===== src/rtl/regfile_wb.sv =====
// 32 x DATA_W register file with a one-entry registered write-back (pending) stage.
// Latency: write captured at edge N (forwarded to reads from then on), committed to the array at N+1.
// Backpressure: none; a write is accepted every cycle and the pending stage drains one per cycle.
module regfile_wb #(
  parameter int DATA_W = 8,
  parameter int ADDR_W = 5,
  parameter int NREGS  = 32,
  parameter int CNT_W  = 16
) (
  input  logic              clk,
  input  logic              rst_n,
  input  logic              wr_en,
  input  logic [ADDR_W-1:0] wr_addr,
  input  logic [DATA_W-1:0] wr_data,
  input  logic [ADDR_W-1:0] rd_addr_a,
  input  logic [ADDR_W-1:0] rd_addr_b,
  output logic [DATA_W-1:0] rd_data_a,
  output logic [DATA_W-1:0] rd_data_b,
  output logic              pend_valid,
  output logic              commit_valid,
  output logic [ADDR_W-1:0] commit_addr,
  output logic [CNT_W-1:0]  commit_count
);

  // Register array; entry 0 is never written, so it stays at its reset value of zero.
  logic [DATA_W-1:0] regs [NREGS];

  // Pending write-back stage contents (valid bit is the pend_valid output).
  logic [ADDR_W-1:0] pend_addr;
  logic [DATA_W-1:0] pend_data;

  // A pending write only reaches the array when it targets a nonzero register;
  // r0 writes ride through the pending stage and are silently dropped here.
  logic commit_en;
  assign commit_en = pend_valid && (pend_addr != '0);

  // Capture stage: valid follows wr_en every cycle, address/data hold when idle
  // so the last captured write stays observable.
  always_ff @(posedge clk) begin
    if (!rst_n) begin
      pend_valid <= 1'b0;
      pend_addr  <= '0;
      pend_data  <= '0;
    end else begin
      pend_valid <= wr_en;
      if (wr_en) begin
        pend_addr <= wr_addr;
        pend_data <= wr_data;
      end
    end
  end

  // Commit stage: retire the pending write into the array. Reset clears the whole
  // array and, because the pending stage clears on the same edge, drops any
  // write still in flight.
  always_ff @(posedge clk) begin
    if (!rst_n) begin
      for (int i = 0; i < NREGS; i++) begin
        regs[i] <= '0;
      end
    end else if (commit_en) begin
      regs[pend_addr] <= pend_data;
    end
  end

  // Commit status: one-cycle pulse, sticky last address, free-running wrapping count.
  always_ff @(posedge clk) begin
    if (!rst_n) begin
      commit_valid <= 1'b0;
      commit_addr  <= '0;
      commit_count <= '0;
    end else begin
      commit_valid <= commit_en;
      if (commit_en) begin
        commit_addr  <= pend_addr;
        commit_count <= commit_count + CNT_W'(1);
      end
    end
  end

  // Read with forwarding: r0 is constant zero, the pending stage holds the newest
  // value for its address, otherwise the array is current. wr_data is deliberately
  // not bypassed; only captured writes are visible.
  function automatic logic [DATA_W-1:0] read_port(input logic [ADDR_W-1:0] addr);
    logic [DATA_W-1:0] val;
    val = regs[addr];
    if (addr == '0) begin
      val = '0;
    end else if (pend_valid && (pend_addr == addr)) begin
      val = pend_data;
    end
    return val;
  endfunction

  // Both ports resolve independently through the same priority.
  always_comb begin
    rd_data_a = read_port(rd_addr_a);
    rd_data_b = read_port(rd_addr_b);
  end

endmodule

===== config.mk =====
export PLATFORM = sky130hd
export DESIGN_NAME = regfile_wb
export DESIGN_NICKNAME = d
export VERILOG_FILES = /design/src/rtl/regfile_wb.sv
export SDC_FILE = /design/constraint.sdc
export NUM_CORES = 1
export LEC_CHECK = 0
export CORE_MARGIN = 4
export CORE_UTILIZATION = 35
export DETAILED_ROUTE_END_ITERATION = 8
export PLACE_DENSITY_LB_ADDON = 0.08
export SETUP_SLACK_MARGIN = 0.4
export SLEW_MARGIN = 0
export SYNTH_ARGS = -nofsm -noshare
export SYNTH_HDL_FRONTEND = slang
export SYNTH_SLANG_ARGS = --single-unit
export TNS_END_PERCENT = 50

===== constraint.sdc =====
create_clock -name clk -period 3.7 [get_ports clk]
set_input_delay 0.925 -clock clk [delete_from_list [all_inputs] [get_ports clk]]
set_output_delay 0.925 -clock clk [all_outputs]
set_load 0.01 [all_outputs]

# Yosys cells after proc, flatten, opt, wreduce, memory -nomap -nowiden
# Memories as Yosys holds them, arrays and structs flattened.
# Cells that the tools add are included.
# W data, S select, Z words.
# totals
ff_bits	36
ram_bits	256
inputBits	26
output_inout_bits	39
word_cells	28
n_memories	1
# classes
addsub	1
eq_ne	2
mux	11
n_reduce_logical	7
# mem_list
name	depth	width	read_ports	rd_ports_with_merged_regs	wr	line	rtl
regs	32	8	2	0	32	26	logic [DATA_W-1:0] regs [NREGS];
# op_table
cell	count
$mux W8	5
$add A16 B1 Y16 const B	1
$eq A5 B5 Y1	2
$logic_not A5 Y1	2
$reduce_or A8 Y1	1
$mux W1	5
$mux W5	1
$reduce_bool A5 Y1	1
$logic_and A1 B1 Y1	3

# Logic depth before layout (Yosys ltp)
# Gate-level depths: netlist of run 1.
# logic_depth
word_depth	7
depth_mapped	9
depth_no_buf	5

# Worst setup path before layout of run 1
# OpenSTA, ideal clock, no wires.
# synth_path
path_kind	input to output
from	input port rd_addr_b[0]
to	output port rd_data_b[2]
t_arrival_ns	2.453
required_ns	2.775
path_slack_ns	0.322
path_stages	6
path_buffers	2
cell_sequence	buf_2 -> buf_2 -> mux4_2 -> a21oi_1 -> nand2_1 -> a32o_1
# synth_via
elab_chain_len	4
word_cells_on_any_way	6
classes_between	eq/ne: 1; mux: 2; reduce/logical: 2; memory: 1
# synth_rtl
item	line	rtl
start: declaration	16	input logic [ADDR_W-1:0] rd_addr_b,
branches (longest 3 deep; another with $mem_v2 Z32 W8)	n/a	
$mux W8 *	87	if (addr == '0) begin
end: declaration	18	output logic [DATA_W-1:0] rd_data_b,
# Mark *: on every way between the ends.

# Worst setup path in the final report of run 1
# layout_path
from	input port rd_addr_a[0]
to	output port rd_data_a[2]
# layout_via
elab_chain_len	4
word_cells_on_any_way	6
classes_between	eq/ne: 1; mux: 2; reduce/logical: 2; memory: 1
# layout_rtl
item	line	rtl
start: declaration	15	input logic [ADDR_W-1:0] rd_addr_a,
branches (longest 3 deep; another with $mem_v2 Z32 W8)	n/a	
$mux W8 *	87	
end: declaration	17	output logic [DATA_W-1:0] rd_data_a,
# Marks and branches as above.

==> results of run 1 <==
[state kept, by name (all words and copies together) (netlist names)]
signal / count
regs: 256
commit_count: 16
pend_data: 8
commit_addr: 5
pend_addr: 5
commit_valid: 1
pend_valid: 1
[stage by stage]
step | total power, uW | instances | area, sq um | TNS, ns
2_1_floorplan | 4340 | 1210 | 15700 | 0
3_3_place_gp | 4890 | 1944 | 18100 | -8.60
3_5_place_dp | 4890 | 1944 | 18100 | -9.05
4_1_cts | 8410 | 2038 | 20100 | 0
5_1_grt | 8630 | 2043 | 20200 | 0
6_report | 8360 | 2043 | 20200 | 0
[worst min-delay path, stage by stage (launching register included)]
cell and delay, ns:
dfxtp_1 0.32, nand2_1 0.05, a21oi_1 0.05
[what timing repair did]
item / in CTS / in global routing
buffers inserted: 25 / 5
gates cloned: 6 / 0
pin swaps: 36 / 22
setup endpoints to repair: 16 / 16
gates resized for setup: 205 / 31
[worst min path at each step]
stage	from	slack, ns	endpoint
floorplan	commit_addr[3]	0.48	commit_addr[3]
global placement	commit_addr[3]	0.45	commit_addr[3]
detailed placement	commit_addr[4]	0.46	commit_addr[4]
CTS	commit_addr[4]	0.47	commit_addr[4]
global route	commit_addr[4]	0.49	commit_addr[4]
finish	commit_addr[4]	0.47	commit_addr[4]
[where the power goes]
| group | total (uW) | switching [uW] | leakage, uW | internal (uW) |
|---|---|---|---|---|
| registers | 3790 | 103 | 0.00292 | 3690 |
| logic | 1170 | 620 | 0.00409 | 554 |
| clock network | 3390 | 1440 | 0.000528 | 1950 |
[placed cells by master (no fill, tap or decap), types with 7 or more instances in the layout]
master,instances
xnor2_1,7
clkbuf_16,36
nand3_1,23
and2_1,251
buf_2,7
xor2_1,7
a22oi_1,7
edfxtp_1,256
o21ai_0,42
nor2_1,72
mux2i_1,61
mux4_2,92
inv_1,8
buf_6,24
o221ai_1,12
nand2_2,8
or3_1,12
a21oi_1,27
clkinvlp_4,7
buf_4,164
mux2i_2,8
a22oi_2,15
dfxtp_1,36
buf_12,23
buf_16,8
a32o_2,16
mux2i_4,7
conb_1,8
nand2_1,40
clkdlybuf4s50_1,38
[logic make-up after synthesis]
| group | count (synthesis) | share of synthesized area (%) |
|---|---|---|
| AOI/OAI and AO/OA | 165 | 7.39 |
| buffers and inverters | 108 | 3.31 |
| and+or+nand+nor | 444 | 15.8 |
| muxes | 178 | 18.8 |
| other | 1 | 0.0240 |
| DFF | 292 | 53.8 |
| adders and majority gates | 1 | 0.0800 |
| xor gates and xnor gates | 14 | 0.784 |
[final cells by class]
type                    instances  area [sq um]  area share (%)
clock inverters                22           190           0.941
inverters                      10          42.5           0.210
well taps                     592           741            3.66
multi-input cells             810          7140            35.3
clock buffers                  41           930            4.60
flip-flops and latches        292          8410            41.6
repair buffers                276          2760            13.7
[layer usage]
| metal | share of wire [%] | wire, microns | GRT usage [%] | up-vias |
|---|---|---|---|---|
| met4 | 2.4 | 1350 | 6.40 | 0 |
| met5 | 0 | 0 | 0 | - |
| met3 | 6.9 | 3840 | 4.94 | 72 |
| met1 | 46 | 25500 | 34.0 | 5657 |
| li1 | - | - | - | 5002 |
| met2 | 44 | 24600 | 35.2 | 389 |
==> run_summary.xml, run 1 <==
<?xml version="1.0" encoding="UTF-8"?>
<metrics>
  <group name="critical_path">
    <metric name="crit_arrival" unit="ns">2.72</metric>
    <metric name="critical-path-max-stage-delay" unit="ns">0.33</metric>
    <metric name="beginning_of_the_critical_path" unit="">rd_addr_a[0]</metric>
    <metric name="critical_path.endpoint_type" unit="">primary output</metric>
    <metric name="cp.buffers_inverters" unit="">4</metric>
    <metric name="regToRegStartpoint" unit="">pend_addr[4]</metric>
    <metric name="critPathMaxFanout" unit="">5</metric>
    <metric name="crit_end" unit="">rd_data_a[2]</metric>
    <metric name="critPathSlowestCell" unit="">mux2_4</metric>
    <metric name="rrSetupSlack" unit="ns">1.06</metric>
    <metric name="setup.worst_path.start_class" unit="">input port</metric>
    <metric name="worst_setup_path_type" unit="">input port to primary output</metric>
    <metric name="timing.critical_path.cells" unit="">buf_16 -&gt; buf_12 -&gt; buf_8 -&gt; mux2_4 -&gt; a211o_1 -&gt; a221o_1 -&gt; a32o_2 -&gt; buf_2</metric>
    <metric name="path_delay_family" unit="">compound AO/OA/AOI/OAI gates</metric>
    <metric name="timing.reg2reg.worst_path_depth" unit="">6</metric>
    <metric name="path_depth" unit="">8</metric>
    <metric name="timing.rr.end" unit="">regs[24][5]</metric>
    <metric name="worst_ep_required_time" unit="ns">2.77</metric>
  </group>
  <group name="sta">
    <metric name="period_needed" unit="ns">3.65</metric>
    <metric name="worst_slew_pin_slew" unit="ns">0.800</metric>
    <metric name="finClkSkew" unit="ns">0.0129</metric>
    <metric name="slew-limit-headroom" unit="%">46.5</metric>
    <metric name="grt_setup_unrepaired" unit="">yes</metric>
    <metric name="period_share" unit="%">98.5</metric>
    <metric name="setup_slack_after_layout" unit="ns">0.0539</metric>
    <metric name="finalHoldWorstSlack" unit="ns">0.473</metric>
    <metric name="timing.final.setup_violations" unit="">0</metric>
    <metric name="max_clock_freq" unit="MHz">274</metric>
    <metric name="pins_over_slew_limit" unit="">0</metric>
    <metric name="timing_hold_violations_final" unit="">0</metric>
  </group>
  <group name="routing">
    <metric name="wl_per_cell" unit="microns">27.1</metric>
    <metric name="wl" unit="microns">55400</metric>
    <metric name="first_iter_violations" unit="">1067</metric>
    <metric name="first_pass_iters" unit="">5</metric>
    <metric name="ant_nets" unit="">0</metric>
    <metric name="detail_route.vias_per_cell" unit="">5.44</metric>
    <metric name="drc" unit="">0</metric>
    <metric name="routed-via-count" unit="">11100</metric>
  </group>
  <group name="cts">
    <metric name="clkSinkCount" unit="">292</metric>
    <metric name="cts-root-buf" unit="">clkbuf_16</metric>
    <metric name="tritoncts" unit="">yes</metric>
    <metric name="worstSkewPairLatency" unit="ns">0.56</metric>
    <metric name="clkSlewWorstSetupHoldPaths" unit="ns">0.05</metric>
    <metric name="cts_made_buffers" unit="">35</metric>
    <metric name="cts_max_level" unit="">2</metric>
    <metric name="cts_max_path_buffers" unit="">3</metric>
    <metric name="cts.hold.buffers_added" unit="">0</metric>
  </group>
  <group name="placement">
    <metric name="place.detailed.hpwl" unit="microns">40300</metric>
    <metric name="gp_congestion" unit="">0.916</metric>
    <metric name="preCtsSetupSlack" unit="ns">-0.645</metric>
    <metric name="io_buffer_count" unit="">64</metric>
  </group>
  <group name="finish">
    <metric name="number_of_filler_instances_in_the_final_layout" unit="">4003</metric>
    <metric name="final_layout_size_suffix_gt1_share" unit="%">33.4</metric>
    <metric name="final_core_util" unit="%">45.7</metric>
    <metric name="antennaDiodeCount" unit="">0</metric>
    <metric name="layout.nets" unit="">1452</metric>
    <metric name="area_growth_syn_to_layout" unit="%">29.3</metric>
  </group>
  <group name="synthesis">
    <metric name="netlist_top_cells_area" unit="">edfxtp_1 49%, mux4_2 13%, and2_1 10%</metric>
    <metric name="post_synth.cell_area_avg" unit="sq um">13.0</metric>
    <metric name="synthesis.instances" unit="">1203</metric>
    <metric name="yosysSeqAreaShare" unit="%">53.8</metric>
    <metric name="ys_ff_latch" unit="">292</metric>
    <metric name="post-synth-top-count-cell" unit="">edfxtp_1</metric>
    <metric name="post_synth_instance_area" unit="sq mm">0.0156</metric>
    <metric name="synth.yosys.warnings" unit="">0</metric>
    <metric name="synth-main-ff-cell" unit="">edfxtp_1</metric>
    <metric name="number_of_flops_mapped_to_enable_cells_by_yosys" unit="">256</metric>
    <metric name="synth.largest_area_cell" unit="">edfxtp_1</metric>
    <metric name="synth_cell_type_count" unit="">59</metric>
    <metric name="yosysTopAreaCellShare" unit="%">49.2</metric>
    <metric name="async_set_reset_flop_share_out_of_synthesis" unit="%">0</metric>
    <metric name="synth.top_cells.by_count" unit="">256 x edfxtp_1, 252 x and2_1, 92 x mux4_2</metric>
  </group>
  <group name="worst_hold_path">
    <metric name="timing.hold.worst_path_depth" unit="">2</metric>
    <metric name="hold_class" unit="">flip-flop to flip-flop</metric>
  </group>
  <group name="floorplanning">
    <metric name="fp-row-count" unit="">77</metric>
    <metric name="fp.dieArea" unit="sq mm">0.0481</metric>
    <metric name="io_pins" unit="">65</metric>
    <metric name="initial_utilization" unit="%">35.3</metric>
    <metric name="design.core.area" unit="sq mm">0.0442</metric>
    <metric name="die_span_y" unit="microns">219</metric>
    <metric name="die_width" unit="microns">219</metric>
  </group>
  <group name="grt">
    <metric name="maximum_number_of_pins_on_one_net_before_global_route_repair" unit="">44</metric>
    <metric name="vias_in_the_first_global_route" unit="">11100</metric>
    <metric name="antenna_found_initial" unit="">0</metric>
    <metric name="global_route_total_usage_across_every_layer" unit="%">23.3</metric>
    <metric name="grt_first_pass_wirelength" unit="microns">79600</metric>
    <metric name="grt_overflow_total" unit="">0</metric>
  </group>
  <group name="run">
    <metric name="max_cap_viol_count" unit="">0</metric>
  </group>
  <group name="pwr">
    <metric name="peakVddDrop" unit="mV">0.295</metric>
    <metric name="power_density" unit="mW/mm^2">414</metric>
    <metric name="leakage" unit="uW">0.00755</metric>
  </group>
  <group name="status">
    <metric name="result_of_the_run" unit="">completed</metric>
  </group>
</metrics>
No activity file was read; power rests on OpenSTA's default activity.
==> inputs of run 2 (changes only) <==
--- a/config.mk
+++ b/config.mk
@@ -5,8 +5,10 @@
 export SDC_FILE = /design/constraint.sdc
 export NUM_CORES = 1
 export LEC_CHECK = 0
+export CAP_MARGIN = 20
 export CORE_MARGIN = 4
 export CORE_UTILIZATION = 35
+export CTS_CLUSTER_SIZE = 10
 export DETAILED_ROUTE_END_ITERATION = 8
 export PLACE_DENSITY_LB_ADDON = 0.08
 export SETUP_SLACK_MARGIN = 0.4
==> constraint.sdc (replaced) <==
create_clock -name clk -period 3.1 [get_ports clk]
set_input_delay 0.775 -clock clk [delete_from_list [all_inputs] [get_ports clk]]
set_output_delay 0.775 -clock clk [all_outputs]
set_load 0.01 [all_outputs]
==> run 2 against run 1 <==
Effect of this change:
- the run now ends with negative setup slack left
- combinational power is 21% higher
- register-to-register slack worse by 0.32 ns
- cell count is 0.49% higher
- via count is 3.5% higher
- non-clock buffer count is 17 higher
- critical path depth is 1 higher
- routed wire length is 4.2% higher
- design area hardly changed
- critical endpoint is now rd_data_b[7]
- largest power group unchanged
- highest routed layer unchanged
==> run_summary.xml, run 2 (synthesis results as in run 1) <==
<?xml version="1.0" encoding="UTF-8"?>
<metrics>
  <group name="critical_path">
    <metric name="rrSetupSlack" unit="ns">0.74</metric>
    <metric name="critical_path.endpoint_type" unit="">primary output</metric>
    <metric name="cp.buffers_inverters" unit="">5</metric>
    <metric name="timing.reg2reg.worst_path_depth" unit="">7</metric>
    <metric name="setup.worst_path.start_class" unit="">input port</metric>
    <metric name="timing.critical_path.cells" unit="">buf_16 -&gt; buf_4 -&gt; buf_16 -&gt; mux4_2 -&gt; a22oi_2 -&gt; buf_4 -&gt; nand2_1 -&gt; a32o_2 -&gt; buf_6</metric>
    <metric name="path_delay_family" unit="">buffers and inverters</metric>
    <metric name="worst_setup_path_type" unit="">input port to primary output</metric>
    <metric name="critical-path-max-stage-delay" unit="ns">0.56</metric>
    <metric name="crit_arrival" unit="ns">2.57</metric>
    <metric name="critPathMaxFanout" unit="">7</metric>
    <metric name="timing.rr.end" unit="">regs[4][0]</metric>
    <metric name="regToRegStartpoint" unit="">pend_addr[2]</metric>
    <metric name="worst_ep_required_time" unit="ns">2.32</metric>
    <metric name="critPathSlowestCell" unit="">mux4_2</metric>
  </group>
  <group name="grt">
    <metric name="grt_first_pass_wirelength" unit="microns">83300</metric>
    <metric name="grt_overflow_total" unit="">0</metric>
    <metric name="maximum_number_of_pins_on_one_net_before_global_route_repair" unit="">44</metric>
    <metric name="global_route_total_usage_across_every_layer" unit="%">24.2</metric>
    <metric name="grt-busiest-layer" unit="">met2</metric>
    <metric name="antenna_found_initial" unit="">1</metric>
    <metric name="grt_use_met1" unit="%">35.8</metric>
    <metric name="grt_util_met2" unit="%">36.0</metric>
    <metric name="gr-usage-met3" unit="%">4.60</metric>
    <metric name="vias_in_the_first_global_route" unit="">11500</metric>
  </group>
  <group name="finish">
    <metric name="count_of_placed_standard_cells_in_the_final_layout_fillers_left_out" unit="">2053</metric>
    <metric name="area_growth_syn_to_layout" unit="%">29.3</metric>
    <metric name="flip_flop_count_of_the_largest_register_all_copies_and_words_added" unit="">256</metric>
    <metric name="final_common_cell" unit="">edfxtp_1</metric>
    <metric name="final_layout_size_suffix_gt1_share" unit="%">33.2</metric>
    <metric name="number_of_filler_instances_in_the_final_layout" unit="">3989</metric>
    <metric name="mostFrequentLayoutCells" unit="">256 x edfxtp_1, 252 x and2_1, 177 x buf_4, 92 x mux4_2, 70 x mux2i_1</metric>
    <metric name="layout_top_registers" unit="">regs x256, commit_count x16, pend_data x8</metric>
    <metric name="antennaDiodeCount" unit="">0</metric>
    <metric name="layout.nets" unit="">1470</metric>
    <metric name="regMostFlops" unit="">regs</metric>
  </group>
  <group name="cts">
    <metric name="worstSkewPairLatency" unit="ns">0.56</metric>
    <metric name="cts_max_level" unit="">2</metric>
    <metric name="clkSinkCount" unit="">292</metric>
    <metric name="tritoncts" unit="">yes</metric>
    <metric name="cts-root-buf" unit="">clkbuf_16</metric>
    <metric name="clkSlewWorstSetupHoldPaths" unit="ns">0.05</metric>
    <metric name="cts_max_path_buffers" unit="">3</metric>
    <metric name="cts_made_buffers" unit="">36</metric>
  </group>
  <group name="sta">
    <metric name="grt_setup_unrepaired" unit="">yes</metric>
    <metric name="setup_slack_after_layout" unit="ns">-0.242</metric>
    <metric name="period_needed" unit="ns">3.34</metric>
    <metric name="slew-limit-headroom" unit="%">50.4</metric>
    <metric name="timing_hold_violations_final" unit="">0</metric>
    <metric name="timing.final.setup_violations" unit="">16</metric>
    <metric name="max_clock_freq" unit="MHz">299</metric>
    <metric name="finalHoldWorstSlack" unit="ns">0.477</metric>
    <metric name="finClkSkew" unit="ns">0.0150</metric>
    <metric name="pins_over_slew_limit" unit="">0</metric>
    <metric name="period_share" unit="%">108</metric>
    <metric name="worst_slew_pin_slew" unit="ns">0.741</metric>
    <metric name="timing.setup.tns" unit="ns">-2.99</metric>
  </group>
  <group name="routing">
    <metric name="detail_route.vias_per_cell" unit="">5.60</metric>
    <metric name="wl_per_cell" unit="microns">28.1</metric>
    <metric name="wl" unit="microns">57700</metric>
    <metric name="routed-via-count" unit="">11500</metric>
    <metric name="first_pass_iters" unit="">5</metric>
    <metric name="drc" unit="">0</metric>
    <metric name="ant_nets" unit="">0</metric>
    <metric name="first_iter_violations" unit="">1220</metric>
  </group>
  <group name="placement">
    <metric name="io_buffer_count" unit="">64</metric>
    <metric name="place_inst" unit="">1938</metric>
    <metric name="preCtsSetupSlack" unit="ns">-1.05</metric>
    <metric name="gp_congestion" unit="">0.968</metric>
    <metric name="place.detailed.hpwl" unit="microns">41400</metric>
  </group>
  <group name="pwr">
    <metric name="cellInternalPower" unit="uW">7260</metric>
    <metric name="peakVddDrop" unit="mV">0.402</metric>
    <metric name="power_density" unit="mW/mm^2">486</metric>
    <metric name="netSwitchingPower" unit="uW">2560</metric>
    <metric name="fin_total_pwr" unit="uW">9820</metric>
    <metric name="seqPwrFrac" unit="%">46.3</metric>
    <metric name="leakage" unit="uW">0.00764</metric>
    <metric name="power_frac_clock" unit="%">39.2</metric>
    <metric name="power.share.combinational" unit="%">14.5</metric>
    <metric name="switching_share" unit="%">26.0</metric>
  </group>
  <group name="worst_hold_path">
    <metric name="hold_end" unit="">commit_addr[4]</metric>
    <metric name="hold_class" unit="">flip-flop to flip-flop</metric>
    <metric name="timing.hold.worst_path_depth" unit="">2</metric>
    <metric name="worst_hold_startpoint" unit="">commit_addr[4]</metric>
  </group>
  <group name="floorplanning">
    <metric name="design.core.area" unit="sq mm">0.0442</metric>
    <metric name="fp-row-count" unit="">77</metric>
    <metric name="die_width" unit="microns">219</metric>
    <metric name="io_pins" unit="">65</metric>
    <metric name="initial_utilization" unit="%">35.3</metric>
    <metric name="fp.dieArea" unit="sq mm">0.0481</metric>
    <metric name="die_span_y" unit="microns">219</metric>
  </group>
  <group name="status">
    <metric name="result_of_the_run" unit="">complete, but fails checks</metric>
    <metric name="failed_checks" unit="">negative setup slack</metric>
  </group>
  <group name="run">
    <metric name="max_cap_viol_count" unit="">0</metric>
  </group>
</metrics>
## run 2: cell types whose count changed in the layout (fill, tap and decap cells not counted), sizes merged
cell,delta
clkbuf,+10
inv,+1
buf,+16
bufinv,-2
clkdlybuf4s15,+3
clkinvlp,-6
dlygate4sd2,-3
bufbuf,+1
clkinv,-10
## run 2: power by group through the flow
stage / Clock, uW / Combinational, uW / Sequential, uW
global placement: 0 / 1220 / 4610
global route: 4090 / 1490 / 4550
finish: 3850 / 1420 / 4540
floorplan: 0 / 666 / 4540
CTS: 3920 / 1400 / 4530
detailed placement: 0 / 1220 / 4610
## run 2: worst min-delay path, stage by stage (launching register included)
cell and delay [ns]:
dfxtp_1 0.31, nand2_1 0.05, a21oi_1 0.06
## run 2: what timing repair did
item                       CTS  global route
buffers inserted            51             2
hold buffers                 0             0
gates resized for setup    206            19
setup endpoints to repair   16            16
pin swaps                   32            13
gates cloned                 6             0
## run 2: worst max path at each step
| stage | from | end | slack, ns | depth (start not counted) |
|---|---|---|---|---|
| 2_1_floorplan | rd_addr_a[0] | rd_data_a[6] | 0.15 | 5 |
| 6_report | rd_addr_b[0] | rd_data_b[7] | -0.24 | 9 |
| 4_1_cts | rd_addr_b[0] | rd_data_b[5] | -0.26 | 11 |
| 3_3_place_gp | rd_addr_b[2] | rd_data_b[4] | -1.05 | 9 |
| 5_1_grt | rd_addr_b[0] | rd_data_b[4] | -0.26 | 11 |
| 3_5_place_dp | rd_addr_b[2] | rd_data_b[4] | -1.05 | 9 |
## run 2: routing by layer
metal	up-vias	routed length [microns]	share of wire, %
li1	5009	-	-
met1	5854	26100	45
met2	540	25300	44
met3	101	4420	7.7
met4	0	1900	3.3
met5	-	0	0
## run 2: stage by stage
stage | area (sq um) | util, %
floorplan | 15800 | -
global placement | 18000 | 40.7
detailed placement | 18000 | 40.7
CTS | 20100 | 45.5
global route | 20200 | 45.7
finish | 20200 | 45.7
## run 2: area by class of cell
| type | count | area (sq um) | share of cell area [%] |
|---|---|---|---|
| Clock buffer | 51 | 967 | 4.78 |
| Multi-Input combinational cell | 810 | 7070 | 35.0 |
| Tap cell | 592 | 741 | 3.66 |
| Inverter | 10 | 37.5 | 0.186 |
| Clock inverter | 5 | 56.3 | 0.278 |
| Sequential cell | 292 | 8410 | 41.6 |
| Timing Repair Buffer | 293 | 2940 | 14.5 |
